## config.mk

```make
export PLATFORM = sky130hd
export DESIGN_NAME = tdm_demux2to1
export DESIGN_NICKNAME = d
export VERILOG_FILES = /design/src/rtl/tdm_demux2to1.sv
export SDC_FILE = /design/constraint.sdc
export NUM_CORES = 1
export LEC_CHECK = 0
export BUFFER_PORTS_ARGS = -buffer_cell sky130_fd_sc_hd__buf_2
export CORE_MARGIN = 5
export CORE_UTILIZATION = 45
export CTS_CLUSTER_SIZE = 8
export DETAILED_ROUTE_END_ITERATION = 12
export PLACE_DENSITY = 0.78
export SKIP_LAST_GASP = 1
export SYNTH_ARGS = -nofsm -noshare
export SYNTH_HDL_FRONTEND = slang
export SYNTH_SLANG_ARGS = --single-unit
```

## constraint.sdc

```tcl
create_clock -name clk -period 1.65 [get_ports clk]
set_input_delay 0 -clock clk [delete_from_list [all_inputs] [get_ports clk]]
set_output_delay 0 -clock clk [all_outputs]
set_load 0.02 [all_outputs]
```

## src/rtl/tdm_demux2to1.sv

```systemverilog
// rtl/tdm_demux2to1.sv - receive side of a 2:1 TDM link, reassembles A/B sample pairs
module tdm_demux2to1 #(
    parameter int WIDTH   = 8,
    parameter int TIMEOUT = 15,
    parameter int CNT_W   = 16
) (
    input  logic             clk,
    input  logic             resetn,
    input  logic [WIDTH-1:0] din,
    input  logic             din_valid,
    input  logic             sof,
    output logic [WIDTH-1:0] dout_a,
    output logic [WIDTH-1:0] dout_b,
    output logic             pair_valid,
    output logic             sel_out,
    output logic             err,
    output logic [CNT_W-1:0] pair_cnt
);

    localparam int IDLE_W = 8;
    // Idle count value at which the next empty cycle expires the pair.
    localparam logic [IDLE_W-1:0] IDLE_LAST = IDLE_W'(TIMEOUT - 1);

    typedef enum logic [1:0] {
        WAIT_SYNC = 2'd0,
        EXP_A     = 2'd1,
        EXP_B     = 2'd2
    } state_t;

    state_t            state, state_nxt;
    logic [WIDTH-1:0]  a_hold, a_hold_nxt;
    logic [WIDTH-1:0]  dout_a_nxt, dout_b_nxt;
    logic [IDLE_W-1:0] idle_cnt, idle_cnt_nxt;
    logic [CNT_W-1:0]  pair_cnt_nxt;
    logic              pair_valid_nxt;
    logic              err_nxt;

    always_ff @(posedge clk or negedge resetn) begin
        if (!resetn) begin
            state      <= WAIT_SYNC;
            a_hold     <= '0;
            dout_a     <= '0;
            dout_b     <= '0;
            idle_cnt   <= '0;
            pair_cnt   <= '0;
            pair_valid <= 1'b0;
            err        <= 1'b0;
        end else begin
            state      <= state_nxt;
            a_hold     <= a_hold_nxt;
            dout_a     <= dout_a_nxt;
            dout_b     <= dout_b_nxt;
            idle_cnt   <= idle_cnt_nxt;
            pair_cnt   <= pair_cnt_nxt;
            pair_valid <= pair_valid_nxt;
            err        <= err_nxt;
        end
    end

    always_comb begin
        state_nxt      = state;
        a_hold_nxt     = a_hold;
        dout_a_nxt     = dout_a;
        dout_b_nxt     = dout_b;
        idle_cnt_nxt   = idle_cnt;
        pair_cnt_nxt   = pair_cnt;
        pair_valid_nxt = 1'b0;
        err_nxt        = 1'b0;

        case (state)
            WAIT_SYNC: begin
                // Only an sof-flagged sample can start a pair while unsynchronised.
                if (din_valid && sof) begin
                    a_hold_nxt   = din;
                    idle_cnt_nxt = '0;
                    state_nxt    = EXP_B;
                end
            end
            EXP_A: begin
                if (din_valid) begin
                    a_hold_nxt   = din;
                    idle_cnt_nxt = '0;
                    state_nxt    = EXP_B;
                end
            end
            EXP_B: begin
                if (din_valid) begin
                    idle_cnt_nxt = '0;
                    if (sof) begin
                        // A second A before any B: restart the pair on the newer A.
                        err_nxt    = 1'b1;
                        a_hold_nxt = din;
                    end else begin
                        dout_a_nxt     = a_hold;
                        dout_b_nxt     = din;
                        pair_valid_nxt = 1'b1;
                        pair_cnt_nxt   = pair_cnt + CNT_W'(1);
                        state_nxt      = EXP_A;
                    end
                end else if (idle_cnt == IDLE_LAST) begin
                    err_nxt      = 1'b1;
                    a_hold_nxt   = '0;
                    idle_cnt_nxt = '0;
                    state_nxt    = WAIT_SYNC;
                end else begin
                    idle_cnt_nxt = idle_cnt + IDLE_W'(1);
                end
            end
            default: begin
                state_nxt = WAIT_SYNC;
            end
        endcase
    end

    assign sel_out = (state == EXP_B);

endmodule

```

==> flow_metrics.env <==
export IMPL_clkPwrFrac_pct=21.9
export IMPL_cts_tree="built"
export IMPL_path_max_fanout=10
export IMPL_p_comb_share_pct=26.8
export IMPL_clk_pin_slew_ns=0.10
export IMPL_switchingPower_mw=1.173
export IMPL_p_sw_share_pct=35.12
export IMPL_cts_sinks=52
export IMPL_wirelength_um=4582
export IMPL_hold_viol=0
export IMPL_critPathKind="register to register"
export IMPL_syn2layout_area_growth_pct=25.18
export IMPL_fin_nets=299
export IMPL_synth_edf_count=0
export IMPL_final_cells=352
export IMPL_synth_top_cells_by_area="dfrtp_1 58%, nand2_1 11%, xnor2_1 3.9%"
export IMPL_status="complete, no violations"
export IMPL_dp_cells=332
export IMPL_worst_slew_pin_slew_ns=0.4918
export IMPL_cp_end_kind="register"
export IMPL_ant_nets=0
export IMPL_syn_nets=231
export IMPL_seq_area_um2=1301
export IMPL_drive_gt1_share_pct=25.61
export IMPL_fp_dieH_um=80.57
export IMPL_cts_buffers=5
export IMPL_clock_latency_ns=0.31
export IMPL_synth_largest_area_cell="dfrtp_1"
export IMPL_finalClockSkew_ns=0.008776
export IMPL_insertedDiodeCount=0
export IMPL_hold_path_class="input pin to asynchronous set/reset pin"
export IMPL_dpl_hpwl_um=3224
export IMPL_nFillCells=425
export IMPL_worstPathRequired_ns=1.86
export IMPL_p_int_mw=2.167
export IMPL_min_period_ns=1.564
export IMPL_grt_first_pass_wirelength_um=7928
export IMPL_yosysWarnings=0
export IMPL_antenna_found_initial=0
export IMPL_dominantRegCellSynth="dfrtp_1"
export IMPL_async_reset_ff_share_pct=100.0
export IMPL_utilization_pct=58.61
export IMPL_root_buffer="clkbuf_8"
export IMPL_grtUsageTotal_pct=15.64
export IMPL_die_area_um2=6491
export IMPL_crit_path_start_kind="register"
export IMPL_cap_violations=0
export IMPL_globalplace_congestion=0.8465
export IMPL_cts_buffer_depth=2
export IMPL_io_pins=47
export IMPL_fp_row_count=25
export IMPL_cp_arrival_ns=1.77
export IMPL_synth_avg_cell_area_um2=10.37
export IMPL_multi_input_area_um2=895.9
export IMPL_overflow=0
export IMPL_setup_viol=0
export IMPL_synthCells=216
export IMPL_htreeDepth=2
export IMPL_ys_seq_area_share_pct=58.07
export IMPL_drt_iter0_drc=74
export IMPL_synthDistinctLibCells=34
export IMPL_syn_area_um2=2241
export IMPL_fin_crit_sh_pct=94.80
export IMPL_postLayoutCellArea_um2=2805
export IMPL_fmax_mhz=639.3
export IMPL_synthTopCellsByCount="66 x nand2_1, 52 x dfrtp_1, 10 x xnor2_1, 9 x nand3_1, 8 x a22o_1"
export IMPL_drc=0
export IMPL_relSlewSlack_pct=67.22
export IMPL_peakVddDrop_mv=0.6139
export IMPL_power_density_nw_per_um2=1190
export IMPL_yosysMostFrequentCell="nand2_1"
export IMPL_start_util_pct=46.82
export IMPL_grt_max_degree=23
export IMPL_ys_ff_latch=52
export IMPL_p_seq_share_pct=51.3
export IMPL_p_leak_nw=1.457
export IMPL_grt_pass1_vias=1805
export IMPL_slew_viol_final=0
export IMPL_wire_per_inst_um=13.02
export IMPL_place_area_um2=2589
export IMPL_drt_pass1_iterations=4
export IMPL_viasPerCell=5.020
export IMPL_io_buffers=46
export IMPL_die_w_um=80.57
export IMPL_synth_top_area_share_pct=58.07
export IMPL_fp_coreArea_um2=4786
export IMPL_p_total_mw=3.340
export IMPL_vias=1767
final timing paths:
| check | startpoint | endpoint | slack (ns) | depth (start not counted) |
|---|---|---|---|---|
| worst min register to register | pair_cnt[15] | pair_cnt[15] | 0.47 | 1 |
| max in group asynchronous | resetn | dout_b[0] | 0.86 | 3 |
| worst min-delay path | resetn | pair_cnt[12] | 0.18 | 2 |
| worst max register to register | idle_cnt[4] | idle_cnt[5] | 0.09 | 5 |
| worst max-delay path | idle_cnt[4] | idle_cnt[5] | 0.09 | 5 |
| min in group clk | din[6] | dout_b[6] | 0.44 | 4 |
final cells by class:
cell class	count	share of cell area (%)
clock buffer	5	2.453
clock inverter	3	0.7583
inverter	6	0.8029
multi-input combinational	153	31.94
sequential	52	46.39
tap	67	2.988
timing repair buffer	66	14.67
metal layers:
layer / routed length, um / up-vias / part of all wire, % / global-route usage (%)
li1: - / 860 / - / -
met1: 1930 / 867 / 42 / 18.61
met3: 191 / 4 / 4.2 / 3.027
met4: 66 / 0 / 1.4 / 7.095
met2: 2394 / 36 / 52 / 27.15
met5: 0 / - / 0 / 0
cells in the final DEF (no fill, tap or decap), types with 4 or more instances in the layout:
cell type      Yosys  routed
buf_4              1       8
a22o_1             8       8
xor2_1             7       7
xnor2_1           10      10
clkbuf_8           0       5
buf_2              3      46
dlygate4sd3_1      0      11
and3_1             4       4
nand3_1            9       9
dfrtp_1           52      52
o21ai_0            4       4
o21ai_1            4       4
inv_1              5       5
nor2_1             7       7
nand2_1           66      66
state kept, by name (all words and copies together), names as in the netlist:
signal      cells
err             1
pair_cnt       16
idle_cnt        8
a_hold          8
pair_valid      1
state           2
dout_b          8
dout_a          8
per-stage QoR:
stage | TNS (ns) | setup slack [ns] | hold slack [ns]
detailed placement | 0 | 0.04065 | -0.006220
global placement | 0 | 0.1356 | -0.01374
floorplan | 0 | 0.2004 | -0.2956
finish | 0 | 0.08577 | 0.1782
global route | -0.01875 | -0.01875 | 0.2163
CTS | 0 | 0.02690 | 0.1905
what timing repair did:
action,in CTS,in global routing
gates resized for setup,0,2
buffers inserted,0,1
endpoints found under the setup margin,0,3
hold endpoints to repair,38,0
hold buffers,11,0
critical path, stage by stage (launching register included):
cell	delay (ns)
dfrtp_1	0.43
or3_4	0.41
o21ai_2	0.21
buf_6	0.17
o211ai_1	0.11
o21a_1	0.14
power groups by stage:
stage	registers, mW	logic [mW]	clock network, mW
final	1.71	0.895	0.732
after global routing	1.75	0.996	0.815
after CTS	1.72	0.905	0.766
after detailed placement	1.74	0.883	0
after global placement	1.73	0.862	0
after floorplan	1.95	0.310	0
cell families (layout without fill, tap and decap cells):
| family | Yosys count | in the layout | share of synthesized area (%) |
|---|---|---|---|
| adders and majority gates | 3 | 3 | 1.675 |
| AOI/OAI and AO/OA | 27 | 27 | 8.766 |
| DFF | 52 | 52 | 58.07 |
| xor gates and xnor gates | 17 | 17 | 6.644 |
| buffers and inverters | 11 | 80 | 2.177 |
| and+or+nand+nor | 106 | 106 | 22.67 |
(Power assumes the default switching activity.)
